File: src/rtl/sa_ctrl_param.sv
// N x N systolic-array input controller: issues A/B operand addresses, steers returned
// words into row/column FIFOs, then staggers the FIFO read enables on and off diagonally.

module sa_ctrl_lane #(
  parameter int LANE = 0,
  parameter int CW   = 3
) (
  input  logic          i_ramp_on,
  input  logic          i_ramp_off,
  input  logic          i_stream,
  input  logic [CW-1:0] i_k,
  input  logic          i_tok_v,
  input  logic [CW-1:0] i_tok_ch,
  output logic          o_ren,
  output logic          o_wen
);
  localparam logic [CW-1:0] ID = CW'(LANE);

  assign o_ren = i_stream | (i_ramp_on & (ID <= i_k)) | (i_ramp_off & (ID > i_k));
  assign o_wen = i_tok_v & (i_tok_ch == ID);
endmodule

module sa_ctrl_param #(
  parameter int N      = 8,
  parameter int AW     = 10,
  parameter int RD_LAT = 1
) (
  input  logic          clk,
  input  logic          rst,
  input  logic          start,
  input  logic [AW-1:0] addr_mtxA,
  input  logic [AW-1:0] addr_mtxB,
  input  logic [N-1:0]  fullR,
  input  logic [N-1:0]  fullC,
  input  logic [N-1:0]  emptyR,
  input  logic [N-1:0]  emptyC,
  output logic [AW-1:0] ad1,
  output logic [AW-1:0] ad2,
  output logic [N-1:0]  wen_row,
  output logic [N-1:0]  wen_col,
  output logic [N-1:0]  ren_row,
  output logic [N-1:0]  ren_col,
  output logic          busy,
  output logic          done,
  output logic          ovf
);
  localparam int CW = $clog2(N);
  localparam logic [CW-1:0] KL = CW'(N-1);
  localparam logic [CW-1:0] KO = CW'(N-2);
  localparam logic [1:0]    DL = 2'((RD_LAT > 0) ? RD_LAT-1 : 0);

  typedef enum logic [2:0] {
    S_IDLE, S_LOAD, S_DRAIN, S_RAMP_ON, S_STREAM, S_RAMP_OFF, S_DONE
  } state_t;

  state_t          r_state, w_nxt;
  logic [AW-1:0]   r_baseA, r_baseB, r_ad1, r_ad2;
  logic [CW-1:0]   r_ch, r_idx, r_k;
  logic [1:0]      r_dcnt;
  logic            r_vld_pipe [RD_LAT:0];
  logic [CW-1:0]   r_ch_pipe  [RD_LAT:0];
  logic [N-1:0]    r_ren;
  logic            r_busy, r_done, r_ovf;

  logic [N-1:0]    w_ren, w_wen;
  logic [AW-1:0]   w_off;
  logic            w_accept, w_stall, w_issue, w_last;
  logic            w_ramp_on, w_ramp_off, w_stream;

  assign w_accept   = (r_state == S_IDLE) & start;
  assign w_stall    = fullR[r_ch] | fullC[r_ch];
  assign w_issue    = (r_state == S_LOAD) & ~w_stall;
  assign w_last     = w_issue & (r_ch == KL) & (r_idx == KL);
  assign w_off      = AW'(r_ch) * AW'(N) + AW'(r_idx);
  assign w_ramp_on  = (r_state == S_RAMP_ON);
  assign w_ramp_off = (r_state == S_RAMP_OFF);
  assign w_stream   = (r_state == S_STREAM);

  // Lanes decode the write token and the diagonal read-enable ramp per channel.
  for (genvar g = 0; g < N; g++) begin : g_lane
    sa_ctrl_lane #(.LANE(g), .CW(CW)) u_lane (
      .i_ramp_on (w_ramp_on),
      .i_ramp_off(w_ramp_off),
      .i_stream  (w_stream),
      .i_k       (r_k),
      .i_tok_v   (r_vld_pipe[RD_LAT]),
      .i_tok_ch  (r_ch_pipe[RD_LAT]),
      .o_ren     (w_ren[g]),
      .o_wen     (w_wen[g])
    );
  end

  always_comb begin
    w_nxt = r_state;
    case (r_state)
      S_IDLE:     if (start) w_nxt = S_LOAD;
      S_LOAD:     if (w_last) w_nxt = (RD_LAT > 0) ? S_DRAIN : S_RAMP_ON;
      S_DRAIN:    if (r_dcnt == DL) w_nxt = S_RAMP_ON;
      S_RAMP_ON:  if (r_k == KL) w_nxt = S_STREAM;
      S_STREAM:   if (emptyR[0] | emptyC[0]) w_nxt = S_RAMP_OFF;
      S_RAMP_OFF: if (r_k == KO) w_nxt = S_DONE;
      S_DONE:     w_nxt = S_IDLE;
      default:    w_nxt = S_IDLE;
    endcase
  end

  always_ff @(posedge clk or negedge rst) begin
    if (!rst) begin
      r_state <= S_IDLE;
      r_baseA <= '0;
      r_baseB <= '0;
      r_ad1   <= '0;
      r_ad2   <= '0;
      r_ch    <= '0;
      r_idx   <= '0;
      r_k     <= '0;
      r_dcnt  <= '0;
      r_ren   <= '0;
      r_busy  <= 1'b0;
      r_done  <= 1'b0;
      r_ovf   <= 1'b0;
      for (int i = 0; i <= RD_LAT; i++) begin
        r_vld_pipe[i] <= 1'b0;
        r_ch_pipe[i]  <= '0;
      end
    end else begin
      r_state <= w_nxt;
      if (w_accept) begin
        r_baseA <= addr_mtxA;
        r_baseB <= addr_mtxB;
        r_ch    <= '0;
        r_idx   <= '0;
        r_ovf   <= 1'b0;
      end else begin
        if (|(w_wen & (fullR | fullC))) r_ovf <= 1'b1;
        if (w_issue) begin
          r_ad1 <= r_baseA + w_off;
          r_ad2 <= r_baseB + w_off;
          if (r_idx == KL) begin
            r_idx <= '0;
            r_ch  <= (r_ch == KL) ? '0 : r_ch + 1'b1;
          end else begin
            r_idx <= r_idx + 1'b1;
          end
        end
      end
      // Token stage 0 lines up with the registered address; the last stage with returned data.
      r_vld_pipe[0] <= w_issue;
      r_ch_pipe[0]  <= r_ch;
      for (int i = 1; i <= RD_LAT; i++) begin
        r_vld_pipe[i] <= r_vld_pipe[i-1];
        r_ch_pipe[i]  <= r_ch_pipe[i-1];
      end
      if (r_state != w_nxt) r_k <= '0;
      else if (w_ramp_on | w_ramp_off) r_k <= r_k + 1'b1;
      if (r_state != w_nxt) r_dcnt <= '0;
      else if (r_state == S_DRAIN) r_dcnt <= r_dcnt + 1'b1;
      // Status and read enables are presented one cycle after the state, like the addresses.
      r_ren  <= w_ren;
      r_busy <= (r_state != S_IDLE);
      r_done <= (r_state == S_DONE);
    end
  end

  assign ad1     = r_ad1;
  assign ad2     = r_ad2;
  assign wen_row = w_wen;
  assign wen_col = w_wen;
  assign ren_row = r_ren;
  assign ren_col = r_ren;
  assign busy    = r_busy;
  assign done    = r_done;
  assign ovf     = r_ovf;
endmodule
File: config.mk
export PLATFORM = sky130hd
export DESIGN_NAME = sa_ctrl_param
export DESIGN_NICKNAME = d
export VERILOG_FILES = /design/src/rtl/sa_ctrl_param.sv
export SDC_FILE = /design/constraint.sdc
export NUM_CORES = 1
export LEC_CHECK = 0
export CAP_MARGIN = 10
export CORE_ASPECT_RATIO = 0.8
export CORE_MARGIN = 2
export CORE_UTILIZATION = 49
export CTS_BUF_LIST = sky130_fd_sc_hd__clkbuf_8 sky130_fd_sc_hd__clkbuf_16
export CTS_CLUSTER_DIAMETER = 40
export CTS_CLUSTER_SIZE = 14
export DETAILED_ROUTE_END_ITERATION = 6
export PLACE_DENSITY = 0.81
export RECOVER_POWER = 50
export SLEW_MARGIN = 0
export SYNTH_ARGS = -nofsm -noshare
export SYNTH_HDL_FRONTEND = slang
export SYNTH_SLANG_ARGS = --single-unit
File: constraint.sdc
create_clock -name clk -period 2.1 [get_ports clk]
set_input_delay 0.21 -clock clk [delete_from_list [all_inputs] [get_ports clk]]
set_output_delay 0.21 -clock clk [all_outputs]
set_load 0.1 [all_outputs]
==> summary.md <==
| Metric | Value |
|---|---|
| Status | complete, no violations |
| Worst Reg-to-Reg Cells | 4 |
| Global-route wire length before repair | 15.41 mm |
| Leading area contributor after synthesis | dfrtp_1 |
| Area of the die | 9000 sq um |
| Largest net degree at the start of global routing | 38 |
| TritonRoute pass-1 iters | 4 |
| P&R area growth vs syn | 35.58% |
| Leakage | 2.638 nW |
| Synth Flop Type | dfrtp_1 |
| Ant diodes | 0 |
| Share of layout cells above drive strength 1 | 0.2523 |
| Core area | 7983 sq um |
| Num CTS Buffers | 9 |
| Hold Path Stages | 0 |
| Crit-path cells | mux4_2, a22o_1, a221o_2, nor3_2 |
| Nets | 612 |
| Max Cap Viol | 0 |
| CP Launch Type | register |
| Register area | 1829 sq um |
| FMAX | 485.0 MHz |
| CTS sink cnt | 73 |
| Clock Tree Buf Depth | 2 |
| Syn Area/Cell | 9.339 sq um |
| CP max stage cell | mux4_2 |
| Die Y | 85.26 um |
| Gr usage total | 0.2142 |
| Post-Syn Instances | 433 |
| Final WL | 9.558 mm |
| Grt total ovfl | 0 |
| EDFF count, synth | 0 |
| Synth async-reset ratio | 1.000 |
| Library cells used by synthesis | 49 |
| Crit path arrival time | 2.34 ns |
| Placed insts | 628 |
| Routed wire per std cell | 14.77 um |
| Critical path endpoint category | register |
| Initial core utilization | 0.5066 |
| Largest stage delay, worst path | 0.58 ns |
| Pwr dens | 1152 nW/um^2 |
| Mapped cell area | 4044 sq um |
| RSZ-0062 raised after global routing | yes |
| Post-synthesis sequential area ratio | 0.4517 |
| Final setup vio count | 0 |
| Period utilization | 0.9818 |
| Dpl hpwl | 6.862 mm |
| Post-synth top cells | nand2_1 (87), dfrtp_1 (73), buf_4 (24) |
| Final Total Pwr | 6.314 mW |
| Fin crit period | 2.062 ns |
| Non-Filler Instances | 647 |
| Max Slew Vio Count | 0 |
| Post-synth top area share | 0.4517 |
| Pre-CTS setup slack | -0.1910 ns |
| WP data required | 2.37 ns |
| H-tree Lvls | 3 |
| Classification of the worst setup path | reg2reg |
| Die width | 105.6 um |
| Slew Limit Headroom | 0.6673 |
| Final Hold Slack | 0.3506 ns |
| I/O pins | 110 |
| Setup slack after layout | 0.03825 ns |
| Vias per Instance | 5.278 |
| HP Class | reg2reg |
| Worst-Skew Late Latency | 0.36 ns |
| Worst ir drop on vdd | 0.0008168 V |
| Ys Warns | 0 |
| Flop2flop setup slack | 0.04 ns |
| Iter 0 DRT Violations | 245 |
| CTS clk-pin slew, worst paths | 0.08 ns |
| Cell with the most instances after synthesis | nand2_1 |
| Final RePlAce weighted congestion | 0.8478 |
| CTS tree | built |
| Hold Violations, Final | 0 |
| Flop and latch count out of synthesis | 73 |
| Worst Skew | 0.009993 ns |
| Fillers | 606 |
| Fin util | 0.6868 |
| Syn_nets | 511 |
| Area contributors post-synth | dfrtp_1 (45%), nand2_1 (8.1%), ha_1 (6.5%) |
| Number of global-route vias before repair | 3,372 |
| Vias | 3,415 |
| Residual DRC count | 0 |
| Initial antenna violation count | 0 |
| Footprint of the multi-input gates | 2007 sq um |
| Antenna-violating nets left | 0 |
| Clock root buffer | clkbuf_8 |
| CP max FO | 6 |
| PortBufs | 95 |
| Slew @ Worst Pin | 0.4990 ns |
| Row count | 29 |
-- worst max-delay path, delay by kind of cell, from the launching register on --
kind / cells / cell delay (ns)
compound gates: 2 / 0.75
mux: 1 / 0.58
flops: 1 / 0.47
simple gates: 1 / 0.18
-- layer usage --
| metal | global-route usage | wire length (um) | part of all wire | up-vias |
|---|---|---|---|---|
| li1 | - | - | - | 1659 |
| met1 | 0.2728 | 3954 | 0.41 | 1600 |
| met2 | 0.3566 | 4627 | 0.48 | 140 |
| met3 | 0.05146 | 786 | 0.082 | 16 |
| met4 | 0.08254 | 189 | 0.020 | 0 |
| met5 | 0 | 0 | 0 | - |
-- stage by stage --
step	area, sq um	setup TNS [ns]
6_report	5483	0
5_1_grt	5483	-0.03433
4_1_cts	5380	0
2_1_floorplan	4044	0
3_5_place_dp	5154	-1.474
3_3_place_gp	5154	-0.5574
-- registers in the layout (all words and copies together) (netlist names) --
register / cells
done: 1
r_ch_pipe: 6
ovf: 1
r_idx: 3
r_ch: 3
r_dcnt: 2
r_vld_pipe: 2
ad2: 10
r_baseA: 10
ad1: 10
ren_col: 8
busy: 1
r_state: 3
r_baseB: 10
r_k: 3
-- layout by cell type (no fill, tap or decap), types with 3 or more instances in the layout --
master | Yosys | layout
nor3_2 | 2 | 3
mux2i_1 | 9 | 9
ha_4 | 0 | 3
xor2_1 | 10 | 10
o21ai_0 | 13 | 13
o21a_1 | 4 | 4
clkdlybuf4s50_1 | 0 | 39
clkbuf_8 | 0 | 10
nor2_1 | 23 | 23
nand2_1 | 87 | 87
ha_1 | 21 | 17
and3_1 | 4 | 4
and2_1 | 4 | 4
nor3b_1 | 7 | 6
nor3_1 | 13 | 12
dfrtp_1 | 73 | 71
nor2b_1 | 5 | 5
o21ai_1 | 18 | 18
buf_4 | 24 | 77
a21o_1 | 4 | 4
nand2b_1 | 8 | 6
nand3_1 | 11 | 11
clkinvlp_4 | 0 | 5
a21oi_1 | 11 | 9
or3_1 | 3 | 3
buf_12 | 0 | 13
o31ai_1 | 4 | 4
a211oi_1 | 7 | 7
inv_1 | 14 | 13
o21bai_1 | 3 | 3
-- power by group --
| part | total, mW | internal [mW] | switching, mW |
|---|---|---|---|
| Clock | 1.15 | 0.580 | 0.569 |
| Sequential | 2.04 | 1.75 | 0.295 |
| Combinational | 3.12 | 0.970 | 2.15 |
| Total | 6.31 | 3.30 | 3.02 |
-- worst paths after layout --
path / startpoint / end
worst max register to register: r_ch[0]$_DFFE_PN0P_ / r_k[2]$_DFFE_PN0P_
max in group asynchronous: rst / r_ch[0]$_DFFE_PN0P_
worst min register to register: r_ch_pipe[1]$_DFF_PN0_ / r_ch_pipe[4]$_DFF_PN0_
worst max-delay path: r_ch[0]$_DFFE_PN0P_ / r_k[2]$_DFFE_PN0P_
min in group asynchronous: rst / r_baseA[7]$_DFFE_PN0P_
worst min-delay path: r_ch_pipe[1]$_DFF_PN0_ / r_ch_pipe[4]$_DFF_PN0_
-- logic make-up after synthesis --
kind of cell | count (synthesis) | synth area share
XOR/XNOR | 11 | 0.02382
adder cells (fa/ha/maj) | 23 | 0.07488
buffers and inverters | 56 | 0.07487
AND/OR/NAND/NOR | 173 | 0.1993
multiplexers | 14 | 0.04177
AO/OA/AOI/OAI | 83 | 0.1337
flip-flops | 73 | 0.4517
-- area by class of cell --
| cell class | instances | area share |
|---|---|---|
| sequential | 73 | 0.3336 |
| clock inverter | 6 | 0.01232 |
| multi-input combinational | 304 | 0.3660 |
| inverter | 15 | 0.01027 |
| timing repair buffer | 131 | 0.2280 |
| tap | 108 | 0.02465 |
| clock buffer | 10 | 0.02510 |
-- repair_timing --
item | CTS | global route
hold endpoints to repair | 36 | 0
cloned | 0 | 0
buffers inserted | 0 | 2
setup endpoints to repair | 7 | 10
gates resized for setup | 4 | 19
pin swaps | 4 | 7
hold buffers | 1 | 0
Power figures use the tool's default switching activity.
